$ cat src/rtl/hqm_rcfwl_gclk_ccu_clkdist_mc.sv
// Multi-channel CCU clock distribution: ungated clock passthroughs plus per-channel ICG
// enables driven by independent four-phase req/ack ungate/gate FSMs with settle delays.
module hqm_rcfwl_gclk_ccu_clkdist_mc #(
  parameter int NUM_CH     = 4,
  parameter int UNGATE_DLY = 4,
  parameter int GATE_DLY   = 8,
  parameter int DIVW       = 4,
  parameter int ASYNC_REQ  = 0
) (
  input  logic              clkpredop_in,
  input  logic              rst_b,
  input  logic              fdft_slowmode,
  input  logic              fdft_clken,
  input  logic [DIVW-1:0]   slow_div,
  input  logic [NUM_CH-1:0] ch_req,
  output logic [NUM_CH-1:0] ch_ack,
  output logic [NUM_CH-1:0] ch_en,
  output logic              busy,
  output logic              ckpostdop_free,
  output logic              ascan_func_postclk
);

  typedef enum logic [1:0] {S_OFF, S_UNG, S_ON, S_GATE} state_t;

  // Counters load DLY-1 so the state changes exactly DLY edges after the triggering edge.
  localparam logic [7:0] UNG_LOAD  = (UNGATE_DLY == 0) ? 8'd0 : 8'(UNGATE_DLY - 1);
  localparam logic [7:0] GATE_LOAD = (GATE_DLY == 0) ? 8'd0 : 8'(GATE_DLY - 1);

  assign ckpostdop_free     = clkpredop_in;
  assign ascan_func_postclk = clkpredop_in;

  logic [NUM_CH-1:0] req_s;
  logic [NUM_CH-1:0] wait_d;
  logic              busy_q;
  logic              pulse;
  logic [DIVW-1:0]   cnt_div_q, cnt_div_d;
  logic [DIVW-1:0]   div_lim_q, div_lim_d;

  generate
    if (ASYNC_REQ != 0) begin : g_sync
      logic [NUM_CH-1:0] sync1_q, sync2_q;
      always_ff @(posedge clkpredop_in or negedge rst_b) begin
        if (!rst_b) begin
          sync1_q <= '0;
          sync2_q <= '0;
        end else begin
          sync1_q <= ch_req;
          sync2_q <= sync1_q;
        end
      end
      assign req_s = sync2_q;
    end else begin : g_nosync
      assign req_s = ch_req;
    end
  endgenerate

  // Slow-mode divider: the ratio is captured at the pulse cycle, so a change lands after the wrap.
  always_comb begin
    pulse     = !fdft_slowmode || (cnt_div_q == '0);
    cnt_div_d = '0;
    div_lim_d = div_lim_q;
    if (fdft_slowmode) begin
      if (cnt_div_q == '0) begin
        div_lim_d = slow_div;
        if (slow_div != '0) cnt_div_d = DIVW'(1);
      end else if (cnt_div_q != div_lim_q) begin
        cnt_div_d = cnt_div_q + DIVW'(1);
      end
    end
  end

  always_ff @(posedge clkpredop_in or negedge rst_b) begin
    if (!rst_b) begin
      cnt_div_q <= '0;
      div_lim_q <= '0;
      busy_q    <= 1'b0;
    end else begin
      cnt_div_q <= cnt_div_d;
      div_lim_q <= div_lim_d;
      busy_q    <= |wait_d;
    end
  end

  assign busy = busy_q;

  generate
    for (genvar gi = 0; gi < NUM_CH; gi++) begin : g_ch
      state_t     state_q, state_d;
      logic [7:0] cnt_q, cnt_d;
      logic       ack_d, run_d, wait_ch;
      logic       ack_q, en_q;

      always_ff @(posedge clkpredop_in or negedge rst_b) begin
        if (!rst_b) begin
          state_q <= S_OFF;
          cnt_q   <= '0;
          ack_q   <= 1'b0;
          en_q    <= 1'b0;
        end else begin
          state_q <= state_d;
          cnt_q   <= cnt_d;
          ack_q   <= ack_d;
          en_q    <= (run_d | fdft_clken) & pulse;
        end
      end

      // Requests are ignored while a wait is in progress; the handshake always completes.
      always_comb begin
        state_d = state_q;
        cnt_d   = cnt_q;
        case (state_q)
          S_OFF: begin
            if (req_s[gi]) begin
              if (UNGATE_DLY == 0) begin
                state_d = S_ON;
              end else begin
                state_d = S_UNG;
                cnt_d   = UNG_LOAD;
              end
            end
          end
          S_UNG: begin
            if (cnt_q != 8'd0) cnt_d = cnt_q - 8'd1;
            else               state_d = S_ON;
          end
          S_ON: begin
            if (!req_s[gi]) begin
              if (GATE_DLY == 0) begin
                state_d = S_OFF;
              end else begin
                state_d = S_GATE;
                cnt_d   = GATE_LOAD;
              end
            end
          end
          S_GATE: begin
            if (cnt_q != 8'd0) cnt_d = cnt_q - 8'd1;
            else               state_d = S_OFF;
          end
          default: state_d = S_OFF;
        endcase
      end

      always_comb begin
        ack_d   = (state_d == S_ON) || (state_d == S_GATE);
        run_d   = (state_d == S_ON);
        wait_ch = (state_d == S_UNG) || (state_d == S_GATE);
      end

      assign wait_d[gi] = wait_ch;
      assign ch_ack[gi] = ack_q;
      assign ch_en[gi]  = en_q;
    end
  endgenerate

endmodule

$ cat config.mk
export PLATFORM = sky130hd
export DESIGN_NAME = hqm_rcfwl_gclk_ccu_clkdist_mc
export DESIGN_NICKNAME = d
export VERILOG_FILES = /design/src/rtl/hqm_rcfwl_gclk_ccu_clkdist_mc.sv
export SDC_FILE = /design/constraint.sdc
export NUM_CORES = 1
export LEC_CHECK = 0
export BUFFER_PORTS_ARGS = -buffer_cell sky130_fd_sc_hd__buf_2
export CAP_MARGIN = 20
export CORE_ASPECT_RATIO = 0.5
export CORE_MARGIN = 4
export CORE_UTILIZATION = 60
export DETAILED_ROUTE_END_ITERATION = 16
export PLACE_DENSITY = 0.84
export SYNTH_ARGS = -nofsm -noshare
export SYNTH_HDL_FRONTEND = slang
export SYNTH_SLANG_ARGS = --single-unit
$ cat constraint.sdc
create_clock -name clkpredop_in -period 2.3 [get_ports clkpredop_in]
set_input_delay 0.23 -clock clkpredop_in [delete_from_list [all_inputs] [get_ports clkpredop_in]]
set_output_delay 0.23 -clock clkpredop_in [all_outputs]
set_load 0.01 [all_outputs]
==> flow_metrics.tcl, run 1 <==
set metrics [dict create \
    rr_startpoint "g_ch[1].cnt_q[0]" \
    reg2reg_setup_slack_ns 0.28 \
    synth_edf_count 0 \
    drive_gt1_frac 0.165 \
    avgSynthCellArea_sq_um 9.98 \
    final-setup-viol-count 0 \
    maxCapViolCount 0 \
    ys_types 56 \
    synth_nets 323 \
    io_pins 23 \
    vias 2348 \
    grt_antenna_before_repair 0 \
    worst-path-max-fanout 10 \
    totalWireLength_um 6300 \
    async_reset_ff_frac 1.00 \
    finClkSkew_ns 0.00828 \
    power_density_nw_per_um2 1360 \
    die_area_sq_um 6310 \
    final_max_slew_viol_count 0 \
    worstHoldEndpoint "div_lim_q[3]" \
    drt_iter0_markers 140 \
    gp_congestion 0.930 \
    grt_pass1_vias 2421 \
    grt_max_degree 33 \
    period_share 0.879 \
    hold_violations 0 \
    hp-start "slow_div[3]" \
    die_w_um 108 \
    vdd_drop_max_v 0.000640 \
    yosysSeqAreaShare 0.464 \
    layout_common_cells "dfrtp_1 (56), nand2_1 (29), buf_2 (22)" \
    track_usage 0.227 \
    gr-total-overflow 0 \
    cts_tree "built" \
    fmax_mhz 495 \
    critical_path_arrival_ns 2.31 \
    postCtsSetupRepairBufs 0 \
    antenna_cells 0 \
    endpoint_kind "register" \
    dpl.hpwl_um 4400 \
    initial_core_util 0.655 \
    syn_to_final_growth_pct 9.15 \
    insertion_delay_ns 0.41 \
    min_path_type "in2reg" \
    placementRows 17 \
    startpoint_type "register" \
    synth_flop_cell "dfrtp_1" \
    antenna_left 0 \
    finalWorstSetupSlack_ns 0.279 \
    first_pass_iters 4 \
    io_buffers 22 \
    synth_area_sq_um 3020 \
    fin_nets 341 \
    hold_path_depth 2 \
    mostFrequentLayoutCell "dfrtp_1" \
    cts.clk_slew.worst_paths_ns 0.09 \
    total_power_uw 4470 \
    core_area_sq_um 4620 \
    r2r-end "g_ch[1].cnt_q[5]" \
    fin_tns_setup_ns 0 \
    cp.required_ns 2.59 \
    critical_path_class "reg2reg" \
    routed_via_density 6.05 \
    p_leak_uw 0.00143 \
    rsz0062_at_grt "false" \
    period_needed_ns 2.02 \
    tightest_slew_ns 0.743 \
    relSlewSlack 0.498 \
    ys_ff_latch 56 \
    drc_errors 0 \
    ys.warnings.count 0 \
    grt_pass1_wl_um 11200 \
    syn-instance-count 303 \
    post-place-ws_ns 0.297 \
    reg2regPathDepth 7 \
    status "finished clean" \
    die_y_um 58.2 \
    routedWlPerCell_um 16.2 \
]
## state kept, by name, indices dropped and copies added, names as in the netlist
| register | count |
|---|---|
| busy | 1 |
| cnt_div_q | 4 |
| div_lim_q | 4 |
| g_ch.ack_q | 3 |
| g_ch.cnt_q | 32 |
| g_ch.en_q | 4 |
| g_ch.state_q | 8 |
## critical path, stage by stage, from the launching register on
cell and delay, ns:
dfrtp_1 0.43, inv_1 0.10, ha_1 0.15, nor4bb_1 0.36, o2bb2ai_1 0.37, inv_2 0.22, nand4b_1 0.16, o211ai_1 0.10
## power by group
group          switching, uW  total, uW  internal (uW)
combinational            859       1640            778
sequential               526       1940           1420
clock                    398        893            495
## stage by stage
| step | util | hold slack (ns) | cells | area [sq um] |
|---|---|---|---|---|
| 3_5_place_dp | 0.677 | 0.331 | 375 | 3120 |
| 3_3_place_gp | 0.677 | 0.318 | 375 | 3120 |
| 2_1_floorplan | - | -0.0656 | 303 | 3020 |
| 5_1_grt | 0.715 | 0.0461 | 388 | 3300 |
| 6_report | 0.715 | 0.0700 | 388 | 3300 |
| 4_1_cts | 0.715 | 0.0605 | 388 | 3300 |
## metal layers
metal | part of all wire | wire, um | global-route usage | up-vias
met1 | 0.43 | 2720 | 0.289 | 1163
met5 | 0 | 0 | 0 | -
li1 | - | - | - | 1114
met3 | 0.055 | 344 | 0.0723 | 12
met4 | 0.011 | 68 | 0.0647 | 0
met2 | 0.50 | 3170 | 0.377 | 59
## worst max path at each step
stage | from | endpoint | slack (ns) | cells after the start
2_1_floorplan | g_ch[2].cnt_q[0] | g_ch[2].cnt_q[7] | 0.63 | 6
6_report | g_ch[1].cnt_q[0] | g_ch[1].cnt_q[5] | 0.28 | 7
3_3_place_gp | g_ch[1].cnt_q[0] | g_ch[1].cnt_q[7] | 0.38 | 7
5_1_grt | g_ch[1].cnt_q[0] | g_ch[1].cnt_q[2] | 0.05 | 7
4_1_cts | g_ch[1].cnt_q[0] | g_ch[1].cnt_q[5] | 0.28 | 7
3_5_place_dp | g_ch[1].cnt_q[0] | g_ch[1].cnt_q[5] | 0.30 | 7
## timing repair
item,in CTS,in global routing
hold endpoints to repair,31,0
hold buffers,1,0
gates resized for setup,0,0
## kinds of logic (layout without fill, tap and decap cells)
group	after synthesis	after routing	synth area share
AND/OR/NAND/NOR	112	112	0.213
AO/OA/AOI/OAI	61	61	0.140
buffers and inverters	40	59	0.0671
XOR/XNOR	18	18	0.0546
flip-flops	56	56	0.464
multiplexers	6	6	0.0215
adder cells (fa/ha/maj)	10	10	0.0397
## cells in the mapped netlist, types with 7 or more instances
master    count  share of area
o21ai_0      12          0.020
dfrtp_1      56           0.46
ha_1          8          0.033
xor2_1        8          0.023
a31oi_1       8          0.017
a21oi_1      11          0.018
o211ai_1      9          0.022
nor2_1       18          0.022
xnor2_1       9          0.026
nand4b_1      7          0.020
nand2_1      29          0.036
nor4_1        9          0.019
buf_4        11          0.027
inv_1        21          0.026
## area by class of cell
cell class | count | area [sq um]
clock buffers | 11 | 134
clock inverters | 3 | 42.5
fillers | 343 | 1320
inverters | 22 | 82.6
multi-input cells | 207 | 1420
flip-flops and latches | 56 | 1400
well taps | 66 | 82.6
repair buffers | 23 | 138
Note: power is estimated with default switching activity, not from simulation.
==> run 2, diff against run 1 <==
- CORE_ASPECT_RATIO: 0.5 -> unset
- PLACE_DENSITY: 0.84 -> unset
- PLACE_DENSITY_LB_ADDON: unset -> 0.08
==> flow_metrics.tcl, run 2 (synthesized netlist as in run 1, its figures left out) <==
set metrics [dict create \
    layout_common_cells "dfrtp_1 (56), nand2_1 (29), buf_2 (22)" \
    first_pass_iters 4 \
    p_leak_uw 0.00143 \
    startpoint_type "register" \
    mostFrequentLayoutCell "dfrtp_1" \
    die_y_um 79.0 \
    grt_pass1_wl_um 10500 \
    fmax_mhz 497 \
    io_buffers 22 \
    endpoint_kind "register" \
    regArea_sq_um 1400 \
    filler_cell_count 390 \
    antenna_left 0 \
    initial_core_util 0.628 \
    grt_pass1_vias 2358 \
    placedCellCount 378 \
    final_max_slew_viol_count 0 \
    fin_tns_setup_ns 0 \
    drt_iter0_markers 106 \
    io_pins 23 \
    cts.repair.resized 0 \
    die_w_um 79.0 \
    sw_frac_of_total 0.393 \
    critical_path_arrival_ns 2.30 \
    postCtsSetupRepairBufs 0 \
    status "finished clean" \
    switching_power_uw 1690 \
    finalWorstSetupSlack_ns 0.288 \
    routedWlPerCell_um 14.8 \
    p_int_uw 2610 \
    dpl_cell_area_sq_um 3140 \
    relSlewSlack 0.543 \
    largest_register_ffs 32 \
    tightest_slew_ns 0.676 \
    drive_gt1_frac 0.170 \
    finClkSkew_ns 0.00506 \
    syn_to_final_growth_pct 9.06 \
    post-place-ws_ns 0.328 \
    routed_via_density 5.75 \
    grt_max_degree 31 \
    hold_violations 0 \
    finalNonFillerCells 391 \
    p_seq_frac 0.447 \
    grt_antenna_before_repair 0 \
    crit_path_cell_trace "inv_1 > ha_1 > nor4bb_1 > o2bb2ai_1 > inv_2 > nand4b_1 > o211ai_1" \
    maxCapViolCount 0 \
    combPwrFrac 0.369 \
    vias 2247 \
    core_area_sq_um 4820 \
    fin_nets 343 \
    fin_area_sq_um 3300 \
    die_area_sq_um 6240 \
    gp_congestion 0.874 \
    crit_family "simple AND/OR/NAND/NOR gates" \
    antenna_cells 0 \
    period_needed_ns 2.01 \
    totalWireLength_um 5780 \
    final-setup-viol-count 0 \
    critPathMaxStageDelay_ns 0.44 \
    cp.required_ns 2.59 \
    cts.clk_slew.worst_paths_ns 0.10 \
    final_core_util 0.684 \
    crit_buf_inv 2 \
    placementRows 25 \
    drc_errors 0 \
    regMostFlops "g_ch.cnt_q" \
    track_usage 0.218 \
    min_path_type "in2reg" \
    insertion_delay_ns 0.41 \
    multi_input_area_sq_um 1420 \
    cts_hold_buf 1 \
    vdd_drop_max_v 0.000621 \
    worst-path-max-fanout 10 \
    reg.largest.list "g_ch.cnt_q: 32 flops, g_ch.state_q: 8 flops" \
    gr-total-overflow 0 \
    rsz0062_at_grt "false" \
    critical_path_class "reg2reg" \
    period_share 0.875 \
    power_density_nw_per_um2 1310 \
    clockPowerShare 0.184 \
    cp_slowest_cell "dfrtp_1" \
    dpl.hpwl_um 4180 \
    cts_tree "built" \
]
[run 2: cell count changes in the layout (fill, tap and decap cells not counted), sizes merged]
cell      change
buf           +2
bufinv        -1
clkbuf        +1
clkinv        +1
clkinvlp      -1
[run 2: final timing paths]
| kind | from | endpoint | slack, ns | cells after the start |
|---|---|---|---|---|
| max in group asynchronous | rst_b | g_ch[0].cnt_q[0] | 1.37 | 3 |
| max | g_ch[1].cnt_q[0] | g_ch[1].cnt_q[7] | 0.29 | 7 |
| max reg2reg | g_ch[1].cnt_q[0] | g_ch[1].cnt_q[7] | 0.29 | 7 |
| min reg2reg | g_ch[0].cnt_q[7] | g_ch[0].cnt_q[7] | 0.54 | 1 |
| min | slow_div[2] | cnt_div_q[0] | 0.06 | 3 |
| min in group asynchronous | rst_b | g_ch[3].cnt_q[7] | 0.36 | 2 |
[run 2: worst reg2reg max path: stages, from the launching register on]
cell	delay, ns
dfrtp_1	0.44
inv_1	0.10
ha_1	0.14
nor4bb_1	0.42
o2bb2ai_1	0.34
inv_2	0.20
nand4b_1	0.14
o211ai_1	0.09
[run 2: through the flow]
step           hold slack [ns]  power (uW)
2_1_floorplan          -0.0656        3250
3_3_place_gp             0.279        3510
3_5_place_dp             0.282        3580
4_1_cts                 0.0531        4350
5_1_grt                 0.0592        4710
6_report                0.0641        4300
[run 2: layout make-up]
cell class / count / area share
clock inverter: 2 / 0.00304
inverter: 22 / 0.0250
sequential: 56 / 0.425
tap: 67 / 0.0254
timing repair buffer: 25 / 0.0463
clock buffer: 12 / 0.0448
multi-input combinational: 207 / 0.430
[run 2: power by group through the flow]
stage | Sequential, uW | Clock, uW | Combinational [uW]
6_report | 1920 | 792 | 1590
3_5_place_dp | 1930 | 52.5 | 1590
5_1_grt | 2000 | 879 | 1830
3_3_place_gp | 1920 | 52.5 | 1540
2_1_floorplan | 1750 | 71.7 | 1430
4_1_cts | 1920 | 827 | 1610
[run 2: metal layers]
metal | share of wire | global-route usage | vias to the layer above
met4 | 0.023 | 0.136 | 0
met3 | 0.034 | 0.0454 | 13
li1 | - | - | 1120
met5 | 0 | 0 | -
met1 | 0.45 | 0.263 | 1076
met2 | 0.50 | 0.357 | 38
==> run 3, diff against run 2 <==
- RECOVER_POWER: unset -> 25
- SLEW_MARGIN: unset -> 10
==> flow_metrics.tcl, run 3 (synthesized netlist as in run 1, its figures left out) <==
set metrics [dict create \
    status "complete, but fails checks" \
    routedWlPerCell_um 14.8 \
    drc_errors 0 \
    grt_max_degree 31 \
    antenna_left 0 \
    startpoint_type "register" \
    crit_path_cell_trace "inv_1 > ha_1 > nor4bb_1 > o2bb2ai_1 > inv_2 > nand4b_1 > o211ai_1" \
    r2r-end "g_ch[1].cnt_q[7]" \
    cts.clk_slew.worst_paths_ns 0.10 \
    reg2reg_setup_slack_ns 0.29 \
    fin_nets 343 \
    reg.largest.list "g_ch.cnt_q: 32 flops, g_ch.state_q: 8 flops" \
    antenna_cells 0 \
    track_usage 0.218 \
    cp_slowest_cell "dfrtp_1" \
    regMostFlops "g_ch.cnt_q" \
    cts_hold_buf 1 \
    maxCapViolCount 1 \
    rr_startpoint "g_ch[1].cnt_q[0]" \
    finClkSkew_ns 0.00506 \
    fmax_mhz 497 \
    fin_area_sq_um 3300 \
    io_pins 23 \
    final-setup-viol-count 0 \
    sw_frac_of_total 0.393 \
    endpoint_kind "register" \
    endpoint "g_ch[1].cnt_q[7]" \
    placementRows 25 \
    totalWireLength_um 5770 \
    io_buffers 22 \
    grt_pass1_wl_um 10500 \
    syn_to_final_growth_pct 9.02 \
    vias 2251 \
    die_area_sq_um 6240 \
    period_needed_ns 2.01 \
    combPwrFrac 0.369 \
    dpl.hpwl_um 4180 \
    p_seq_frac 0.447 \
    critical_path_arrival_ns 2.30 \
    relSlewSlack -0.00873 \
    reg2regPathDepth 7 \
    postCtsSetupRepairBufs 0 \
    clockPowerShare 0.184 \
    critPathMaxStageDelay_ns 0.44 \
    first_pass_iters 4 \
    gr-total-overflow 0 \
    die_w_um 79.0 \
    tightest_slew_ns 1.51 \
    cts.repair.resized 0 \
    hold_violations 0 \
    initial_core_util 0.628 \
    largest_register_ffs 32 \
    rsz0062_at_grt "false" \
    layout_common_cells "dfrtp_1 (56), nand2_1 (29), inv_1 (21), buf_2 (21), nor2_1 (18)" \
    insertion_delay_ns 0.41 \
    drt_iter0_markers 106 \
    startpoint "g_ch[1].cnt_q[0]" \
    dpl_cell_area_sq_um 3140 \
    gp_congestion 0.874 \
    cp.required_ns 2.59 \
    p_int_uw 2610 \
    min_path_type "in2reg" \
    grt_antenna_before_repair 0 \
    switching_power_uw 1690 \
    cts_tree "built" \
    grt_pass1_vias 2358 \
    p_leak_uw 0.00143 \
    drive_gt1_frac 0.167 \
    die_y_um 79.0 \
    period_share 0.875 \
    core_area_sq_um 4820 \
    power_density_nw_per_um2 1310 \
    final_max_slew_viol_count 27 \
    vdd_drop_max_v 0.000621 \
    mostFrequentLayoutCell "dfrtp_1" \
    violations "capacitance limit, slew limit" \
    worst-path-max-fanout 10 \
    fin_tns_setup_ns 0 \
    critical_path_class "reg2reg" \
    routed_via_density 5.76 \
]
==> run 3: worst min path at each step <==
stage | slack (ns) | cells past startpoint | endpoint | start
after global routing | 0.06 | 2 | div_lim_q[1] | slow_div[1]
after detailed placement | 0.28 | 1 | g_ch[3].cnt_q[7] | rst_b
after CTS | 0.05 | 2 | div_lim_q[1] | slow_div[1]
final | 0.06 | 3 | cnt_div_q[0] | slow_div[2]
after floorplan | -0.07 | 0 | busy | rst_b
after global placement | 0.28 | 1 | g_ch[3].cnt_q[7] | rst_b
==> run 3: per-layer routing <==
layer / track usage / share of wire / vias up
li1: - / - / 1121
met4: 0.136 / 0.021 / 0
met2: 0.357 / 0.50 / 44
met1: 0.263 / 0.45 / 1075
met3: 0.0454 / 0.034 / 11
met5: 0 / 0 / -
==> run 3: per-stage QoR <==
step / power, uW / utilization / hold slack, ns / std cells / worst slack, ns
after floorplan: 3250 / - / -0.0656 / 303 / 0.630
after global placement: 3510 / 0.652 / 0.279 / 378 / 0.376
after detailed placement: 3580 / 0.652 / 0.282 / 378 / 0.328
after CTS: 4350 / 0.684 / 0.0531 / 391 / 0.278
after global routing: 4710 / 0.684 / 0.0592 / 391 / 0.151
final: 4300 / 0.684 / 0.0641 / 391 / 0.287
==> run 3: layout make-up <==
| cell class | count | area [sq um] |
|---|---|---|
| Timing Repair Buffer | 25 | 151 |
| Tap cell | 67 | 83.8 |
| Multi-Input combinational cell | 207 | 1420 |
| Inverter | 22 | 82.6 |
| Sequential cell | 56 | 1400 |
| Clock inverter | 2 | 10.0 |
| Clock buffer | 12 | 148 |
| Fill cell | 391 | 1520 |
==> run 3: power by group through the flow <==
stage | clock network (uW) | registers [uW] | logic [uW]
after CTS | 827 | 1920 | 1610
after floorplan | 71.7 | 1750 | 1430
final | 792 | 1920 | 1590
after detailed placement | 52.5 | 1930 | 1590
after global placement | 52.5 | 1920 | 1540
after global routing | 879 | 2000 | 1830
==> run 3: critical path: cells and delay by family, from the launching register on <==
family                     cells  cell delay [ns]
AOI/OAI and AO/OA              2             0.43
DFF                            1             0.44
buffers and inverters          2             0.30
adders and majority gates      1             0.14
and+or+nand+nor                2             0.56
